### src/rtl/time_set_if.sv
// Key/tick inputs and set-mode outputs exchanged between the keypad/tick source
// and the time-set sequencer.
interface time_set_if;
  logic       sec_tick;
  logic       mode_n;
  logic       add_n;
  logic       deduct_n;
  logic       run_en;
  logic [1:0] sel;
  logic       inc_hr;
  logic       dec_hr;
  logic       inc_min;
  logic       dec_min;
  logic       clr_sec;
  logic       blink;

  modport master (
    output sec_tick, mode_n, add_n, deduct_n,
    input  run_en, sel, inc_hr, dec_hr, inc_min, dec_min, clr_sec, blink
  );

  modport slave (
    input  sec_tick, mode_n, add_n, deduct_n,
    output run_en, sel, inc_hr, dec_hr, inc_min, dec_min, clr_sec, blink
  );
endinterface

### src/rtl/time_set_controller.sv
// Mode/set sequencer for the h/m/s clock: key debounce, RUN/SET_HR/SET_MIN/SET_SEC
// stepping, inc/dec/clear strobes with auto-repeat, set timeout and field blink.
module time_set_controller #(
  parameter int unsigned DEBOUNCE_CYC  = 20,
  parameter int unsigned REPEAT_START  = 200,
  parameter int unsigned REPEAT_PERIOD = 50,
  parameter int unsigned TIMEOUT_S     = 30
) (
  input logic        clk,
  input logic        rst_n,
  time_set_if.slave  bus
);

  localparam int unsigned NKEY     = 3;
  localparam int unsigned KEY_MODE = 0;
  localparam int unsigned KEY_ADD  = 1;
  localparam int unsigned KEY_DED  = 2;
  localparam int unsigned DB_W     = $clog2(DEBOUNCE_CYC + 1);
  localparam int unsigned RP_MAX   = (REPEAT_START > REPEAT_PERIOD) ? REPEAT_START : REPEAT_PERIOD;
  localparam int unsigned RP_W     = $clog2(RP_MAX + 1);
  localparam int unsigned TO_W     = $clog2(TIMEOUT_S + 1);

  typedef enum logic [1:0] {
    RUN     = 2'd0,
    SET_HR  = 2'd1,
    SET_MIN = 2'd2,
    SET_SEC = 2'd3
  } state_t;

  state_t state, state_next;

  logic [NKEY-1:0] raw_c;
  logic [NKEY-1:0] sync1, sync2, lvl, lvl_q;
  logic [DB_W-1:0] db_cnt [NKEY];

  logic            rep_on, rep_key, rep_first;
  logic [RP_W-1:0] rep_cnt;
  logic [TO_W-1:0] to_cnt;

  logic       run_en_d, blink_d, strobe_d;
  logic [1:0] sel_d;
  logic       inc_hr_d, dec_hr_d, inc_min_d, dec_min_d, clr_sec_d;

  assign raw_c = {bus.deduct_n, bus.add_n, bus.mode_n};

  // Two-flop synchronizer, then a level only flips after DEBOUNCE_CYC equal samples.
  always_ff @(posedge clk or negedge rst_n) begin
    if (!rst_n) begin
      sync1 <= '1;
      sync2 <= '1;
      lvl   <= '1;
      lvl_q <= '1;
      for (int i = 0; i < NKEY; i++) db_cnt[i] <= '0;
    end else begin
      sync1 <= raw_c;
      sync2 <= sync1;
      lvl_q <= lvl;
      for (int i = 0; i < NKEY; i++) begin
        if (sync2[i] == lvl[i]) begin
          db_cnt[i] <= '0;
        end else if (db_cnt[i] == DB_W'(DEBOUNCE_CYC - 1)) begin
          lvl[i]    <= sync2[i];
          db_cnt[i] <= '0;
        end else begin
          db_cnt[i] <= db_cnt[i] + DB_W'(1);
        end
      end
    end
  end

  logic [NKEY-1:0] press_c;
  logic mode_p, add_acc, ded_acc, add_low, ded_low, both_low, key_low;
  logic rep_fire_c, timeout_c, set_adj_c;

  assign press_c    = lvl_q & ~lvl;
  assign mode_p     = press_c[KEY_MODE];
  // Simultaneous add+deduct presses cancel each other.
  assign add_acc    = press_c[KEY_ADD] & ~press_c[KEY_DED];
  assign ded_acc    = press_c[KEY_DED] & ~press_c[KEY_ADD];
  assign add_low    = ~lvl[KEY_ADD];
  assign ded_low    = ~lvl[KEY_DED];
  assign both_low   = add_low & ded_low;
  assign key_low    = rep_key ? ded_low : add_low;
  assign set_adj_c  = (state == SET_HR) || (state == SET_MIN);
  assign timeout_c  = (state != RUN) && (to_cnt == TO_W'(TIMEOUT_S));
  assign rep_fire_c = rep_on && key_low && !both_low &&
                      (rep_cnt == (rep_first ? RP_W'(REPEAT_START - 1) : RP_W'(REPEAT_PERIOD - 1)));

  // State register
  always_ff @(posedge clk or negedge rst_n) begin
    if (!rst_n) state <= RUN;
    else        state <= state_next;
  end

  // Next state: mode press advances, timeout falls back to RUN
  always_comb begin
    state_next = state;
    case (state)
      RUN:     if (mode_p) state_next = SET_HR;
      SET_HR:  if (mode_p) state_next = SET_MIN; else if (timeout_c) state_next = RUN;
      SET_MIN: if (mode_p) state_next = SET_SEC; else if (timeout_c) state_next = RUN;
      SET_SEC: if (mode_p || timeout_c) state_next = RUN;
      default: state_next = RUN;
    endcase
  end

  // Output decode: next values of the registered outputs
  always_comb begin
    inc_hr_d  = 1'b0;
    dec_hr_d  = 1'b0;
    inc_min_d = 1'b0;
    dec_min_d = 1'b0;
    clr_sec_d = 1'b0;
    run_en_d  = (state_next == RUN);
    sel_d     = state_next;
    if (!mode_p && !timeout_c) begin
      case (state)
        SET_HR: begin
          inc_hr_d = add_acc | (rep_fire_c & ~rep_key);
          dec_hr_d = ded_acc | (rep_fire_c &  rep_key);
        end
        SET_MIN: begin
          inc_min_d = add_acc | (rep_fire_c & ~rep_key);
          dec_min_d = ded_acc | (rep_fire_c &  rep_key);
        end
        SET_SEC: clr_sec_d = add_acc | ded_acc;
        default: ;
      endcase
    end
    strobe_d = inc_hr_d | dec_hr_d | inc_min_d | dec_min_d | clr_sec_d;
    if ((state_next == RUN) || (state_next != state) || strobe_d) blink_d = 1'b0;
    else if (bus.sec_tick)                                        blink_d = ~bus.blink;
    else                                                          blink_d = bus.blink;
  end

  always_ff @(posedge clk or negedge rst_n) begin
    if (!rst_n) begin
      bus.run_en  <= 1'b1;
      bus.sel     <= 2'd0;
      bus.inc_hr  <= 1'b0;
      bus.dec_hr  <= 1'b0;
      bus.inc_min <= 1'b0;
      bus.dec_min <= 1'b0;
      bus.clr_sec <= 1'b0;
      bus.blink   <= 1'b0;
    end else begin
      bus.run_en  <= run_en_d;
      bus.sel     <= sel_d;
      bus.inc_hr  <= inc_hr_d;
      bus.dec_hr  <= dec_hr_d;
      bus.inc_min <= inc_min_d;
      bus.dec_min <= dec_min_d;
      bus.clr_sec <= clr_sec_d;
      bus.blink   <= blink_d;
    end
  end

  // Timeout and auto-repeat bookkeeping; any state change cancels repeat.
  always_ff @(posedge clk or negedge rst_n) begin
    if (!rst_n) begin
      to_cnt    <= '0;
      rep_on    <= 1'b0;
      rep_key   <= 1'b0;
      rep_first <= 1'b0;
      rep_cnt   <= '0;
    end else begin
      if ((state_next != state) || strobe_d)
        to_cnt <= '0;
      else if (bus.sec_tick && (state != RUN) && (to_cnt != TO_W'(TIMEOUT_S)))
        to_cnt <= to_cnt + TO_W'(1);

      if (state_next != state) begin
        rep_on <= 1'b0;
      end else if (set_adj_c && (add_acc || ded_acc)) begin
        rep_on    <= 1'b1;
        rep_key   <= ded_acc;
        rep_first <= 1'b1;
        rep_cnt   <= '0;
      end else if (rep_on) begin
        if (!key_low) begin
          rep_on <= 1'b0;
        end else if (!both_low) begin
          if (rep_fire_c) begin
            rep_cnt   <= '0;
            rep_first <= 1'b0;
          end else begin
            rep_cnt <= rep_cnt + RP_W'(1);
          end
        end
      end
    end
  end

endmodule
### src/flat_wrapper.sv
// flat-port wrapper written by rule: the top's interface ports become plain ports
module time_set_controller_flat 
#(
  parameter int unsigned DEBOUNCE_CYC  = 20,
  parameter int unsigned REPEAT_START  = 200,
  parameter int unsigned REPEAT_PERIOD = 50,
  parameter int unsigned TIMEOUT_S     = 30
)
  (clk, rst_n, bus_sec_tick, bus_mode_n, bus_add_n, bus_deduct_n, bus_run_en, bus_sel, bus_inc_hr, bus_dec_hr, bus_inc_min, bus_dec_min, bus_clr_sec, bus_blink);
  time_set_if bus_i ();
  input logic clk;
  input logic rst_n;
  input wire logic [$bits(bus_i.sec_tick)-1:0] bus_sec_tick;
  input wire logic [$bits(bus_i.mode_n)-1:0] bus_mode_n;
  input wire logic [$bits(bus_i.add_n)-1:0] bus_add_n;
  input wire logic [$bits(bus_i.deduct_n)-1:0] bus_deduct_n;
  output wire logic [$bits(bus_i.run_en)-1:0] bus_run_en;
  output wire logic [$bits(bus_i.sel)-1:0] bus_sel;
  output wire logic [$bits(bus_i.inc_hr)-1:0] bus_inc_hr;
  output wire logic [$bits(bus_i.dec_hr)-1:0] bus_dec_hr;
  output wire logic [$bits(bus_i.inc_min)-1:0] bus_inc_min;
  output wire logic [$bits(bus_i.dec_min)-1:0] bus_dec_min;
  output wire logic [$bits(bus_i.clr_sec)-1:0] bus_clr_sec;
  output wire logic [$bits(bus_i.blink)-1:0] bus_blink;
  assign bus_i.sec_tick = bus_sec_tick;
  assign bus_i.mode_n = bus_mode_n;
  assign bus_i.add_n = bus_add_n;
  assign bus_i.deduct_n = bus_deduct_n;
  assign bus_run_en = bus_i.run_en;
  assign bus_sel = bus_i.sel;
  assign bus_inc_hr = bus_i.inc_hr;
  assign bus_dec_hr = bus_i.dec_hr;
  assign bus_inc_min = bus_i.inc_min;
  assign bus_dec_min = bus_i.dec_min;
  assign bus_clr_sec = bus_i.clr_sec;
  assign bus_blink = bus_i.blink;
  time_set_controller #(.DEBOUNCE_CYC(DEBOUNCE_CYC), .REPEAT_START(REPEAT_START), .REPEAT_PERIOD(REPEAT_PERIOD), .TIMEOUT_S(TIMEOUT_S)) u_core (.clk(clk), .rst_n(rst_n), .bus(bus_i));
endmodule
### config.mk
export PLATFORM = sky130hd
export DESIGN_NAME = time_set_controller_flat
export DESIGN_NICKNAME = d
export VERILOG_FILES = /design/src/rtl/time_set_if.sv /design/src/rtl/time_set_controller.sv /design/src/flat_wrapper.sv
export SDC_FILE = /design/constraint.sdc
export NUM_CORES = 1
export LEC_CHECK = 0
export ABC_AREA = 1
export CORE_UTILIZATION = 53
export DETAILED_ROUTE_END_ITERATION = 8
export PLACE_DENSITY = 0.75
export SLEW_MARGIN = 15
export SYNTH_ARGS = -nofsm -noshare
export SYNTH_HDL_FRONTEND = slang
export SYNTH_SLANG_ARGS = --single-unit
### constraint.sdc
create_clock -name clk -period 1.6 [get_ports clk]
set_input_delay 0.32 -clock clk [delete_from_list [all_inputs] [get_ports clk]]
set_output_delay 0.32 -clock clk [all_outputs]
set_load 0.02 [all_outputs]
==> results of run 1 <==
metrics by stage:
stage	cells	hold slack (ns)	util	worst slack, ns	total power, mW
finish	434	0.360	0.776	-0.157	2.21
global route	434	0.367	0.776	-0.285	2.30
CTS	428	0.362	0.745	-0.127	2.24
detailed placement	414	0.330	0.694	-0.156	1.50
global placement	414	0.329	0.694	-0.121	1.49
floorplan	291	0.0244	-	-0.0945	1.44
sequential cells by signal (all words and copies together) (netlist names):
register	cells
u_core.rep_key	1
u_core.to_cnt	5
u_core.bus.run_en	1
u_core.rep_first	1
u_core.bus.inc_min	1
u_core.sync1	3
u_core.bus.clr_sec	1
u_core.rep_cnt	8
u_core.bus.dec_hr	1
u_core.sync2	3
u_core.state	2
u_core.lvl	3
u_core.lvl_q	3
u_core.bus.blink	1
u_core.rep_on	1
u_core.bus.inc_hr	1
u_core.bus.dec_min	1
u_core.db_cnt	15
final timing paths:
check	to	slack, ns	cells after the start
max	u_core.to_cnt[2]	-0.16	10
min in group asynchronous	u_core.state[1]	0.54	3
min reg2reg	u_core.sync2[0]	0.36	0
max reg2reg	u_core.to_cnt[2]	-0.16	10
max in group asynchronous	u_core.sync2[2]	0.77	3
min	u_core.sync2[0]	0.36	0
per-layer routing:
layer | part of all wire | track usage
met5 | 0 | 0
met4 | 0.016 | 0.0812
met3 | 0.025 | 0.0412
met2 | 0.53 | 0.387
met1 | 0.43 | 0.271
kinds of logic after synthesis:
logic type,synth area share
AO/OA/AOI/OAI,0.0695
buffers and inverters,0.0630
multiplexers,0.00414
flip-flops,0.485
adder cells (fa/ha/maj),0.0598
AND/OR/NAND/NOR,0.271
XOR/XNOR,0.0483
cells in the final DEF, fill, tap and decap left out, types with 7 or more instances in the layout:
cell	n
nor2_1	24
ha_4	7
nor2_4	7
xor2_1	11
nand2_1	32
o21ai_2	9
nand4_1	7
inv_2	10
dfrtp_1	37
dfstp_2	13
nand3_1	19
inv_1	23
nand2_2	23
nor2_2	9
buf_4	46
timing repair:
item / CTS / global route
resized for setup: 33 / 30
cloned: 1 / 0
pin swaps: 14 / 15
endpoints found under the hold margin: 7 / 0
hold buffers: 1 / 0
endpoints found under the setup margin: 21 / 24
setup buffers: 4 / 6
worst max-delay path: cells and delay by family (launching register included):
kind,cells,cell delay [ns]
simple gates,7,0.75
flops,1,0.45
compound gates,1,0.17
buf+inv,2,0.27
final cells by class:
type,instances,area share
Multi-Input combinational cell,200,0.395
Sequential cell,52,0.353
Timing Repair Buffer,70,0.165
Inverter,37,0.0405
Tap cell,67,0.0224
Clock buffer,6,0.0194
Clock inverter,2,0.00435
power by group:
group	internal (mW)	total, mW	leakage [nW]	switching, mW
Sequential	1.35	1.37	0.664	0.0211
Clock	0.311	0.734	0.0414	0.423
Combinational	0.0464	0.108	1.08	0.0613
Total	1.71	2.21	1.79	0.505
==> impl_results.md, run 1 <==
* Async SR Flop Fraction at 1.00
* Starting DRC count in detailed routing at 116
* Reg2Reg Launch Point: u_core.rep_key
* Antenna Diode Count at 0
* Crit-path max cell delay at 0.45 ns
* Final setup viols at 18
* Die Wd at 73.6 um
* Antenna violations before repair at 0
* Slew @ Worst Pin at 0.269 ns
* Distinct cells, synth at 33
* Fin area at 0.00374 sq mm
* # IOs at 15
* Num rows at 25
* Final GP Congestion at 0.823
* Die area at 0.00542 sq mm
* First-pass GRT wire length at 9070 um
* DRT antenna net count at 0
* Overall global routing resource usage at 0.221
* Die Height at 73.6 um
* Setup Crit Path Kind: reg2reg
* Multi-input gate area at 0.00148 sq mm
* Yosys warns at 0
* Synth Net Count at 310
* Slowest cell on crit path: dfrtp_1
* Hold path startpoint: u_core.sync1[0]
* Hold Crit Class: reg2reg
* Mapped Cells at 291
* Area leader, netlist: dfrtp_1
* Port bufs at 14
* Power per cell area at 592 mW/mm^2
* Synthesis-stage register bit count at 52
* CTS tree: done
* CP most frequent cell: nor2_2
* Synth Area per Inst at 9.34 sq um
* Register Area at 0.00132 sq mm
* Layout fillers at 321
* Fin crit share at 1.10
* DP Wirelength at 3520 um
* Clock Root Buffer: clkbuf_8
* Residual DRC at 0
* Critical path startpoint: u_core.rep_key
* TritonCTS buffer count at 5
* Pleak at 1.79 nW
* Clock latency on the worst-skew pair at 0.31 ns
* Congestion Overflow GR at 0
* Vias at 2194
* Setup TNS at -2.22 ns
* Final WS setup at -0.157 ns
* Critical Path AT at 1.96 ns
* Core Region at 0.00482 sq mm
* Share of the synthesized area in the top cell type at 0.359
* Dominant cells by area after synthesis: dfrtp_1, dfstp_2, nand2_1, ha_1, inv_1
* Synth cell count leaders: nand2_1, dfrtp_1, inv_1, nor2_1, nand3_1
* CP max FO at 6
* RSZ-0062 raised after global routing: yes
* Part of the Yosys area used for sequential elements at 0.485
* Max_slew headroom at 0.820
* Post-Syn Area at 0.00272 sq mm
* Critical Path RT at 1.80 ns
* Top-count cell post-synth: nand2_1
* CTS Buffer Depth at 2
* Vias/cell at 5.06
* Violated checks: negative setup slack
* Largest net degree at the start of global routing at 53
* CP Capture Type: flip-flop
* Max Clk Rate at 569 MHz
* WL/cell at 12.9 um
* Worst clock skew at 0.00511 ns
* Final hold violation count at 0
* CP Launch Type: flip-flop
* Outcome: finished, violations left
* Crit-path cells: inv_1 -> nand2_1 -> nand3_2 -> nor2_2 -> nand4_1 -> buf_4 -> a21boi_4 -> nor2_2 -> nand2_4 -> nor2_2
* Worst-path clk slew at 0.09 ns
* Initial Util at 0.564
* Max-slew violations at 0
* CTS sink cnt at 52
* P&R area growth vs syn at 37.5%
* EDFF count, synth at 0
* Htree depth at 2
* Synth Flop Type: dfrtp_1
* Initial DRT Pass Iterations at 4
* Detailed Route WL at 5590 um
* Cell area after placement at 0.00334 sq mm
* Vias in the first global route at 2100
* Fin nets at 385
* VDD IR-drop max at 0.549 mV
* MaxCap Viol Count at 0
* Layout cells sized above 1 at 0.466
* Clock period minus final worst setup slack at 1.76 ns
(Power assumes the default switching activity.)
==> inputs of run 2 (changes only) <==
==> constraint.sdc (replaced) <==
create_clock -name clk -period 1.6 [get_ports clk]
set_input_delay 0.24 -clock clk [delete_from_list [all_inputs] [get_ports clk]]
set_output_delay 0.24 -clock clk [all_outputs]
set_load 0.02 [all_outputs]
==> run 2 against run 1 <==
The run still ends with negative setup slack left. Non-clock buffer count fell by 3. Global-route usage rose by 1.4 points. Routed wire length rose by 5.6%. Fmax fell by 3.3%. Clock-buffer cell count fell by 1. Sequential share of layout area rose by 0.79 points. Setup slack got worse by 0.061 ns. Clock power rose by 22%. Combinational power barely moved. First-iteration DRC count rose by 7.8%. Critical path type unchanged. Largest power group unchanged. Highest routed layer unchanged.
==> impl_results.md, run 2 (synthesis gave the netlist of run 1 again) <==
* Outcome: finished, violations left
* Violated checks: negative setup slack
* DP Wirelength at 3550 um
* Max reg flops at 15
* Antenna violations before repair at 0
* Overall global routing resource usage at 0.235
* Max Clk Rate at 550 MHz
* Max_slew headroom at 0.822
* Multi-input gate area at 0.00143 sq mm
* RSZ-0062 raised after global routing: yes
* Vias in the first global route at 2108
* Num rows at 25
* Initial DRT Pass Iterations at 4
* VDD IR-drop max at 0.507 mV
* Die area at 0.00542 sq mm
* MaxCap Viol Count at 0
* Layout cells sized above 1 at 0.453
* Most frequent cells in the layout: buf_4, dfrtp_1, nand2_1, inv_1, nand2_2
* Initial Util at 0.564
* Port bufs at 14
* P&R area growth vs syn at 34.5%
* Largest register by flop count: u_core.db_cnt
* Vias at 2150
* Final GP Congestion at 0.819
* Worst clock skew at 0.0108 ns
* DP Cell Count at 413
* DRT antenna net count at 0
* TritonCTS buffer count at 5
* Clock latency on the worst-skew pair at 0.30 ns
* Detailed Route WL at 5900 um
* Critical Path RT at 1.79 ns
* Final WS setup at -0.218 ns
* Pleak at 1.73 nW
* Antenna Diode Count at 0
* Congestion Overflow GR at 0
* Fin crit share at 1.14
* CTS Buffer Depth at 2
* Max-slew violations at 0
* Core Region at 0.00482 sq mm
* Setup Crit Path Kind: reg2reg
* Starting DRC count in detailed routing at 125
* Die Height at 73.6 um
* Worst-path clk slew at 0.10 ns
* Htree depth at 2
* Clock Root Buffer: clkbuf_8
* Residual DRC at 0
* CP max FO at 6
* Register Area at 0.00132 sq mm
* Die Wd at 73.6 um
* Slew @ Worst Pin at 0.267 ns
* Largest net degree at the start of global routing at 53
* CP Launch Type: flip-flop
* Largest regs: u_core.db_cnt x15, u_core.rep_cnt x8, u_core.to_cnt x5
* WL/cell at 13.7 um
* Hold Crit Class: in2reg
* Clock period minus final worst setup slack at 1.82 ns
* CTS sink cnt at 52
* Final hold violation count at 0
* Leading cell type in the layout, fill and taps excluded: buf_4
* Critical Path AT at 2.01 ns
* Cell area after placement at 0.00334 sq mm
* CP Capture Type: flip-flop
* First-pass GRT wire length at 9510 um
* Non-filler instance count after layout at 431
* CTS tree: done
* Layout fillers at 361
* Power per cell area at 648 mW/mm^2
* # IOs at 15
* Fin nets at 382
* Vias/cell at 4.99
* Final setup viols at 22
* Fin area at 0.00366 sq mm
## run 2: changes by cell type in the layout (fill, tap and decap cells not counted), sizes merged
cell,change
dlymetal6s2s,-2
inv,+1
clkinv,-1
dlygate4sd2,-2
clkbuf,-1
bufinv,+1
clkdlybuf4s50,+4
buf,-3
## run 2: metal layers
| metal | vias to the layer above | part of all wire | track usage |
|---|---|---|---|
| li1 | 1070 | - | - |
| met1 | 1037 | 0.43 | 0.294 |
| met2 | 35 | 0.52 | 0.414 |
| met3 | 8 | 0.029 | 0.0412 |
| met4 | 0 | 0.015 | 0.0726 |
| met5 | - | 0 | 0 |
## run 2: area by class of cell
class                   count  share of cell area
clock inverters             3              0.0116
well taps                  67              0.0229
multi-input cells         200               0.390
flip-flops and latches     52               0.361
repair buffers             67               0.154
inverters                  37              0.0407
clock buffers               5              0.0188
## run 2: final timing paths
| kind | from | slack, ns | cells after the start | end |
|---|---|---|---|---|
| max | u_core.lvl_q[2] | -0.22 | 10 | u_core.to_cnt[4] |
| min | bus_add_n | 0.35 | 1 | u_core.sync1[1] |
| max reg2reg | u_core.lvl_q[2] | -0.22 | 10 | u_core.to_cnt[4] |
| min reg2reg | u_core.sync1[1] | 0.36 | 0 | u_core.sync2[1] |
| max in group asynchronous | rst_n | 0.84 | 3 | u_core.lvl[2] |
| min in group asynchronous | rst_n | 0.46 | 3 | u_core.state[1] |
## run 2: power by group
| group | total, mW | internal (mW) | leakage (nW) | switching [mW] |
|---|---|---|---|---|
| Combinational | 0.105 | 0.0447 | 1.01 | 0.0601 |
| Clock | 0.893 | 0.463 | 0.0541 | 0.430 |
| Sequential | 1.37 | 1.35 | 0.664 | 0.0215 |
| Total | 2.37 | 1.86 | 1.73 | 0.511 |
## run 2: worst max-delay path: stages (launching register included)
cell	delay [ns]
dfstp_2	0.54
inv_2	0.04
nor2_4	0.10
inv_1	0.05
ha_1	0.28
inv_2	0.10
nand4_1	0.20
nand2_2	0.17
nor2_4	0.06
nand2_4	0.12
nor2_2	0.05
## run 2: metrics by stage
stage | worst slack (ns) | total power, mW | hold slack [ns] | setup TNS [ns] | utilization
after floorplan | -0.0945 | 1.44 | -0.0556 | -0.770 | -
after global placement | -0.117 | 1.49 | 0.249 | -1.47 | 0.693
after detailed placement | -0.163 | 1.50 | 0.252 | -2.18 | 0.693
after CTS | -0.120 | 2.39 | 0.338 | -1.68 | 0.745
after global routing | -0.313 | 2.45 | 0.329 | -5.04 | 0.759
final | -0.218 | 2.37 | 0.346 | -3.37 | 0.759
## run 2: what timing repair did
item	in CTS	in global routing
endpoints found under the setup margin	20	24
pin swaps	13	9
setup buffers	5	3
hold buffers	1	0
cloned	1	0
hold endpoints to repair	39	0
resized for setup	29	16
==> inputs of run 3 (changes only) <==
Settings changed: CORE_ASPECT_RATIO set to 1.75, SETUP_SLACK_MARGIN set to 0.05, TNS_END_PERCENT set to 20.
==> run 3 against run 2 <==
The run still ends with negative setup slack left. Via count down 2.7%. Critical path depth up 1. Clock power up 7.6%. Cell count down 3.7%. Routed wire length down 6.0%. Largest cell class unchanged.
==> impl_results.md, run 3 (synthesis gave the netlist of run 1 again) <==
* P&R area growth vs syn at 32.6%
* Fin area at 0.00360 sq mm
* Critical path startpoint: u_core.lvl_q[2]
* DP Cell Count at 399
* CP Capture Type: flip-flop
* Port bufs at 14
* Critical Path AT at 2.04 ns
* CTS sink cnt at 52
* Htree depth at 2
* Hold Crit Class: in2reg
* Worst clock skew at 0.00469 ns
* Leading cell type in the layout, fill and taps excluded: buf_4
* Outcome: finished, violations left
* CP most frequent cell: inv_2
* CTS Buffer Depth at 2
* Power per cell area at 676 mW/mm^2
* Setup Crit Path Kind: reg2reg
* R2R depth at 11
* VDD IR-drop max at 0.859 mV
* CTS tree: done
* Reg2Reg Launch Point: u_core.lvl_q[2]
* Antenna violations before repair at 0
* CP Launch Type: flip-flop
* Num rows at 34
* Max_slew headroom at 0.745
* Largest register by flop count: u_core.db_cnt
* Crit-path max cell delay at 0.54 ns
* Clock period minus final worst setup slack at 1.78 ns
* CP max FO at 6
* TritonCTS buffer count at 5
* DP Wirelength at 3750 um
* Max-slew violations at 0
* Core Region at 0.00493 sq mm
* Overall global routing resource usage at 0.211
* Vias at 2093
* Vias/cell at 5.04
* Cell area after placement at 0.00330 sq mm
* Violated checks: negative setup slack
* Fin nets at 379
* Residual DRC at 0
* Final WS setup at -0.182 ns
* Vias in the first global route at 2222
* Most frequent cells in the layout: buf_4, nand2_1, dfrtp_1
* RSZ-0062 raised after global routing: yes
* Antenna Diode Count at 0
* Multi-input gate area at 0.00141 sq mm
* Detailed Route WL at 5540 um
* Slowest cell on crit path: dfstp_2
* Final GP Congestion at 0.834
* Max Clk Rate at 561 MHz
* Die area at 0.00543 sq mm
* Clock latency on the worst-skew pair at 0.32 ns
* RR Endpoint: u_core.bus.blink
* Worst-path clk slew at 0.10 ns
* WL/cell at 13.4 um
* Starting DRC count in detailed routing at 70
* First-pass GRT wire length at 9190 um
* Critical Path RT at 1.86 ns
* DRT antenna net count at 0
* Fin crit share at 1.11
* Largest net degree at the start of global routing at 39
* MaxCap Viol Count at 0
* Setup TNS at -2.36 ns
* Layout cells sized above 1 at 0.421
* Max reg flops at 15
* # IOs at 15
* Final setup viols at 17
* Layout fillers at 337
* Final hold violation count at 0
* Initial Util at 0.551
* Largest regs: u_core.db_cnt x15, u_core.rep_cnt x8, u_core.to_cnt x5
* Congestion Overflow GR at 0
* Flop2flop setup slack at -0.18 ns
* Initial DRT Pass Iterations at 4
* Register Area at 0.00132 sq mm
* Die Wd at 56.1 um
* Crit-path cells: inv_2 -> nor2_2 -> inv_2 -> ha_4 -> inv_2 -> buf_4 -> nand4_1 -> nand2_2 -> nor2_4 -> nand2_4 -> nor2_2
* Clock Root Buffer: clkbuf_8
* DP Worst Slack at -0.197 ns
* CP endpoint: u_core.bus.blink
* Pleak at 1.72 nW
* Hold path startpoint: bus_mode_n
* Non-filler instance count after layout at 415
* Slew @ Worst Pin at 0.382 ns
* Die Height at 96.8 um
[run 3: through the flow]
| stage | util | power (mW) | hold WS (ns) |
|---|---|---|---|
| CTS | 0.718 | 2.46 | 0.309 |
| detailed placement | 0.668 | 1.50 | 0.179 |
| finish | 0.730 | 2.44 | 0.318 |
| global route | 0.730 | 2.53 | 0.319 |
| global placement | 0.668 | 1.49 | 0.180 |
| floorplan | - | 1.44 | -0.0556 |
[run 3: cell type report]
class | instances | area share
inverter | 37 | 0.0420
sequential | 52 | 0.367
clock inverter | 3 | 0.0139
timing repair buffer | 64 | 0.149
clock buffer | 5 | 0.0191
multi-input combinational | 200 | 0.391
tap | 54 | 0.0187
[run 3: repair_timing]
action	CTS	global route
hold endpoints to repair	14	0
setup buffers	3	3
hold buffers	1	0
cloned	1	0
resized for setup	23	13
pin swaps	11	7
setup endpoints to repair	21	25
[run 3: worst min-delay path by stage]
| stage | slack (ns) | end | depth (start not counted) |
|---|---|---|---|
| 2_1_floorplan | -0.06 | u_core.bus.blink | 0 |
| 3_3_place_gp | 0.18 | u_core.bus.clr_sec | 1 |
| 3_5_place_dp | 0.18 | u_core.bus.dec_min | 1 |
| 4_1_cts | 0.31 | u_core.sync1[2] | 1 |
| 5_1_grt | 0.32 | u_core.sync1[1] | 1 |
| 6_report | 0.32 | u_core.sync1[0] | 1 |
[run 3: layer usage]
metal | GRT usage | vias up | routed length, um
li1 | - | 1059 | -
met3 | 0.0348 | 13 | 107
met4 | 0.0788 | 0 | 139
met2 | 0.405 | 26 | 3150
met5 | 0 | - | 0
met1 | 0.221 | 995 | 2150
[run 3: power by group]
part | switching [mW] | internal (mW) | total [mW]
Combinational | 0.0599 | 0.0441 | 0.104
Clock | 0.478 | 0.483 | 0.961
Sequential | 0.0210 | 1.35 | 1.37
[run 3: worst max-delay path: cells and delay by family, from the launching register on]
family        cells  cell delay (ns)
fa+ha+maj         1             0.26
flops             1             0.54
simple gates      6             0.64
buf+inv           4             0.26
